### src/rtl/rr_arb_dec4_if.sv
// Arbiter client bundle: request/done from the clients, one-hot grant back.
// master = client side, slave = arbiter side.
interface rr_arb_dec4_if;
    logic [3:0] req;
    logic       done;
    logic [3:0] gnt;
    logic [1:0] gnt_id;
    logic       gnt_vld;
    logic       timeout;

    modport master (
        output req, done,
        input  gnt, gnt_id, gnt_vld, timeout
    );

    modport slave (
        input  req, done,
        output gnt, gnt_id, gnt_vld, timeout
    );
endinterface

### src/rtl/rr_arb_dec4.sv
// Four-client round-robin arbiter, one-hot grant decoded from a registered winner index.
// Grant 1 cycle after request; owner holds until done/req drop, then a 1-cycle GAP.
// Optional forced release after MAX_HOLD busy cycles when ARB_TIMEOUT_EN is defined.
module rr_arb_dec4 #(
    parameter int MAX_HOLD = 16
) (
    input  logic         clk,
    input  logic         rst,
    rr_arb_dec4_if.slave bus
);

    localparam logic [1:0] IDLE = 2'd0;
    localparam logic [1:0] BUSY = 2'd1;
    localparam logic [1:0] GAP  = 2'd2;

    logic [1:0] state;
    logic [1:0] ptr;
    logic [1:0] gnt_id;
    logic       gnt_vld;
    logic [1:0] winner;
    logic [1:0] idx;
    logic       normal_rel;
    logic       force_rel;

    // Scan from the highest offset down so the nearest requester to ptr wins last.
    always_comb begin
        winner = ptr;
        idx    = ptr;
        for (int k = 3; k >= 0; k--) begin
            idx = ptr + 2'(k);
            if (bus.req[idx]) begin
                winner = idx;
            end
        end
    end

    assign normal_rel = bus.done || !bus.req[gnt_id];

`ifdef ARB_TIMEOUT_EN
    logic [7:0] hold_cnt;
    logic       timeout_q;

    assign force_rel = (hold_cnt == 8'(MAX_HOLD - 1));

    // Counter is held at zero outside BUSY, so it is clear on every BUSY entry.
    always_ff @(posedge clk or posedge rst) begin
        if (rst) begin
            hold_cnt  <= 8'd0;
            timeout_q <= 1'b0;
        end else begin
            hold_cnt  <= (state == BUSY) ? hold_cnt + 8'd1 : 8'd0;
            timeout_q <= (state == BUSY) && force_rel && !normal_rel;
        end
    end

    assign bus.timeout = timeout_q;
`else
    assign force_rel   = 1'b0;
    assign bus.timeout = 1'b0;
`endif

    always_ff @(posedge clk or posedge rst) begin
        if (rst) begin
            state   <= IDLE;
            ptr     <= 2'd0;
            gnt_id  <= 2'd0;
            gnt_vld <= 1'b0;
        end else begin
            case (state)
                IDLE: begin
                    if (|bus.req) begin
                        gnt_id  <= winner;
                        gnt_vld <= 1'b1;
                        state   <= BUSY;
                    end
                end
                BUSY: begin
                    if (normal_rel || force_rel) begin
                        gnt_vld <= 1'b0;
                        ptr     <= gnt_id + 2'd1;
                        state   <= GAP;
                    end
                end
                GAP:     state <= IDLE;
                default: state <= IDLE;
            endcase
        end
    end

    assign bus.gnt     = gnt_vld ? (4'b0001 << gnt_id) : 4'b0000;
    assign bus.gnt_id  = gnt_id;
    assign bus.gnt_vld = gnt_vld;

endmodule

### src/flat_wrapper.sv
// flat-port wrapper written by rule: the top's interface ports become plain ports
module rr_arb_dec4_flat 
#(
    parameter int MAX_HOLD = 16
)
  (clk, rst, bus_req, bus_done, bus_gnt, bus_gnt_id, bus_gnt_vld, bus_timeout);
  rr_arb_dec4_if bus_i ();
  input  logic clk;
  input  logic rst;
  input wire logic [$bits(bus_i.req)-1:0] bus_req;
  input wire logic [$bits(bus_i.done)-1:0] bus_done;
  output wire logic [$bits(bus_i.gnt)-1:0] bus_gnt;
  output wire logic [$bits(bus_i.gnt_id)-1:0] bus_gnt_id;
  output wire logic [$bits(bus_i.gnt_vld)-1:0] bus_gnt_vld;
  output wire logic [$bits(bus_i.timeout)-1:0] bus_timeout;
  assign bus_i.req = bus_req;
  assign bus_i.done = bus_done;
  assign bus_gnt = bus_i.gnt;
  assign bus_gnt_id = bus_i.gnt_id;
  assign bus_gnt_vld = bus_i.gnt_vld;
  assign bus_timeout = bus_i.timeout;
  rr_arb_dec4 #(.MAX_HOLD(MAX_HOLD)) u_core (.clk(clk), .rst(rst), .bus(bus_i));
endmodule
### config.mk
export PLATFORM = sky130hd
export DESIGN_NAME = rr_arb_dec4_flat
export DESIGN_NICKNAME = d
export VERILOG_FILES = /design/src/rtl/rr_arb_dec4_if.sv /design/src/rtl/rr_arb_dec4.sv /design/src/flat_wrapper.sv
export SDC_FILE = /design/constraint.sdc
export NUM_CORES = 1
export LEC_CHECK = 0
export CAP_MARGIN = 20
export CORE_AREA = 5 5 42 44
export DETAILED_ROUTE_END_ITERATION = 12
export DIE_AREA = 0 0 47 49
export PLACE_DENSITY = 0.68
export SYNTH_ARGS = -nofsm -noshare
export SYNTH_HDL_FRONTEND = slang
export SYNTH_SLANG_ARGS = --single-unit
export TNS_END_PERCENT = 30
### constraint.sdc
create_clock -name clk -period 2.4 [get_ports clk]
set_clock_uncertainty 0.2 [all_clocks]
set_input_delay 0.48 -clock clk [delete_from_list [all_inputs] [get_ports clk]]
set_output_delay 0.48 -clock clk [all_outputs]
set_load 0.02 [all_outputs]
==> flow_metrics.tcl <==
set metrics [dict create \
    p_leak_nw 0.355 \
    rows 14 \
    total_of_endpoints_with_negative_setup_slack_in_the_final_report 0 \
    synth-seq-cells 7 \
    critical_path.startpoint_type "flip-flop" \
    drive_above_1_share_pct 19.2 \
    routedWlPerCell_um 13.2 \
    via_count 444 \
    ys_seq_area_share_pct 33.3 \
    synth.area.top_cells "dfrtp_1 33%, mux2_4 11%, ha_1 9.5%" \
    synth_top_area_share_pct 33.3 \
    globalRouteTotalUtil_pct 11.0 \
    antenna_cells 0 \
    yosys.area.top_type "dfrtp_1" \
    synth.yosys.warnings 0 \
    number_of_global_route_vias_before_repair 436 \
    fmax_mhz 428 \
    path_max_fanout 7 \
    final_cell_count_no_fill 89 \
    post_cts_buffers 0 \
    cell_internal_pwr_mw 0.513 \
    hold_violations 0 \
    clock-sinks 7 \
    clkTransAtPathRegs_ns 0.06 \
    antenna_found_initial 0 \
    i_o_pins 15 \
    postSynthAreaPerCell_um2 9.92 \
    area_delta_synth_final_pct 39.0 \
    synth_flop_cell "dfrtp_1" \
    seq_power_share_pct 29.6 \
    power_switching_mw 0.365 \
    timing.critical_path.to_type "output port" \
    worstReg2RegStart "u_core.bus.gnt_id[0]$_DFFE_PP0P_" \
    finalCritPeriodShare_pct 97.3 \
    cts-root-buf "clkbuf_4" \
    totalWireLength_mm 1.17 \
    synth.distinct_cells 26 \
    grt_pass1_wl_mm 1.87 \
    die-width_um 47 \
    postLayoutCoreUtil_pct 52.1 \
    largest_net_degree_at_the_start_of_global_routing 9 \
    grt_setup_unrepaired "no" \
    first_pass_iters 4 \
    finish.instance_area_um2 731 \
    initial_standard_cell_utilization_of_the_core_pct 37.5 \
    max_cap_violations 0 \
    commonest_cells_post_synth "7 x dfrtp_1, 5 x inv_1, 4 x and2_1, 4 x ha_1, 4 x mux2_4" \
    place.detailed.hpwl_um 927 \
    fin_setup_tns_ns 0 \
    detailed_place.area_um2 698 \
    run_status "finished clean" \
    post_synth_instance_area_um2 526 \
    final_antenna_net_count 0 \
    global_route_total_overflow 0 \
    detail_route.iter0.violations 2 \
    floorplan.core_area_um2 1400 \
    worstSkewPairLatency_ns 0.25 \
    clock_period_minus_worst_slack_ns 2.33 \
    p_clk_share_pct 12.7 \
    yosysMostFrequentCell "dfrtp_1" \
    cts_made_buffers 3 \
    synth_enable_flop_cells 0 \
    netSwitchingFraction_pct 41.6 \
    synthArstFlopShare_pct 100 \
    place_inst 85 \
    port_buffer_cells 13 \
    cts-root-to-sink-buffers 2 \
    gp_congestion 0.690 \
    timing.hold.ws_ns 0.253 \
    critical_path_class "flip-flop to output port" \
    combPwrFrac_pct 57.7 \
    h-tree-depth 1 \
    nNetsFinal 85 \
    die_area_um2 2300 \
    reg2reg_slack_ns 0.47 \
    critical_path_arrival_ns 1.65 \
    cts_tree "built" \
    hold_class "input port to asynchronous set/reset pin" \
    detail_route.drc_violations 0 \
    power_per_cell_area_nw_per_um2 1200 \
    die_y_um 49 \
    syn-num-nets 64 \
    peakVddDrop_uv 628 \
    slew_violations 0 \
    timing.critical_path.from "u_core.bus.gnt_id[1]$_DFFE_PP0P_" \
    route.detailed.vias_per_inst 4.99 \
    syn_inst 53 \
    critPathRequiredTime_ns 1.72 \
]
## sequential cells by signal, indices dropped and copies added, names as in the netlist
| name | flops |
|---|---|
| u_core.bus.gnt_id | 2 |
| u_core.ptr | 2 |
| u_core.bus.gnt_vld | 1 |
| u_core.state | 2 |
## worst paths after layout
path | end | cells past startpoint
worst max-delay path | bus_gnt[1] | 4
worst min-delay path | u_core.state[1]$_DFFE_PP0P_ | 2
worst max register to register | u_core.ptr[0]$_DFFE_PP0P_ | 4
worst min register to register | u_core.bus.gnt_vld$_DFFE_PP0P_ | 2
max in group asynchronous | u_core.bus.gnt_id[1]$_DFFE_PP0P_ | 2
min in group clk | u_core.bus.gnt_vld$_DFFE_PP0P_ | 2
## power by group through the flow
| stage | clock network, mW | logic, mW | registers (mW) |
|---|---|---|---|
| 6_report | 0.112 | 0.507 | 0.260 |
| 5_1_grt | 0.116 | 0.548 | 0.269 |
| 4_1_cts | 0.112 | 0.515 | 0.256 |
| 3_5_place_dp | 0 | 0.511 | 0.258 |
| 3_3_place_gp | 0 | 0.503 | 0.254 |
| 2_1_floorplan | 0 | 0.300 | 0.269 |
## critical path, cell delays in order (launching register included)
cell and delay (ns):
dfrtp_2 0.45, inv_1 0.10, ha_1 0.14, and2_1 0.11, clkdlybuf4s50_1 0.59
## cells in the final DEF (no fill, tap or decap), types with 4 or more instances in the layout
cell type	synthesis	final
clkdlybuf4s50_1	0	11
dfrtp_1	7	6
inv_1	5	5
and2_1	4	4
ha_1	4	4
mux2_4	4	4
buf_4	1	4
## cells by family after synthesis
logic type,synth area share [%]
AOI/OAI and AO/OA,20.2
adders and majority gates,9.52
buffers and inverters,5.00
DFF,33.3
muxes,11.4
other,0.714
and+or+nand+nor,19.8
## layout make-up
type                            instances  area [um^2]
Fill cell                             140          671
Multi-Input combinational cell         40          324
Sequential cell                         7          176
Timing Repair Buffer                   17          165
Clock buffer                            4         26.3
Tap cell                               16         20.0
Inverter                                5         18.8
## per-stage QoR
step / total power [mW] / setup WS (ns)
after global routing: 0.933 / 0.0148
final: 0.878 / 0.0656
after floorplan: 0.569 / 0.513
after global placement: 0.757 / 0.142
after detailed placement: 0.770 / 0.110
after CTS: 0.883 / 0.0152
## per-layer routing
| layer | global-route usage, % | share of wire [%] | wire, um |
|---|---|---|---|
| met3 | 4.43 | 2.9 | 34 |
| met5 | 0 | 0 | 0 |
| met1 | 15.7 | 49 | 570 |
| met4 | 2.76 | 0 | 0 |
| met2 | 15.2 | 48 | 568 |
## what timing repair did
item,4_1_cts,5_1_grt
setup endpoints to repair,0,3
resized for setup,0,3
hold buffers,0,0
Power figures use the tool's default switching activity.
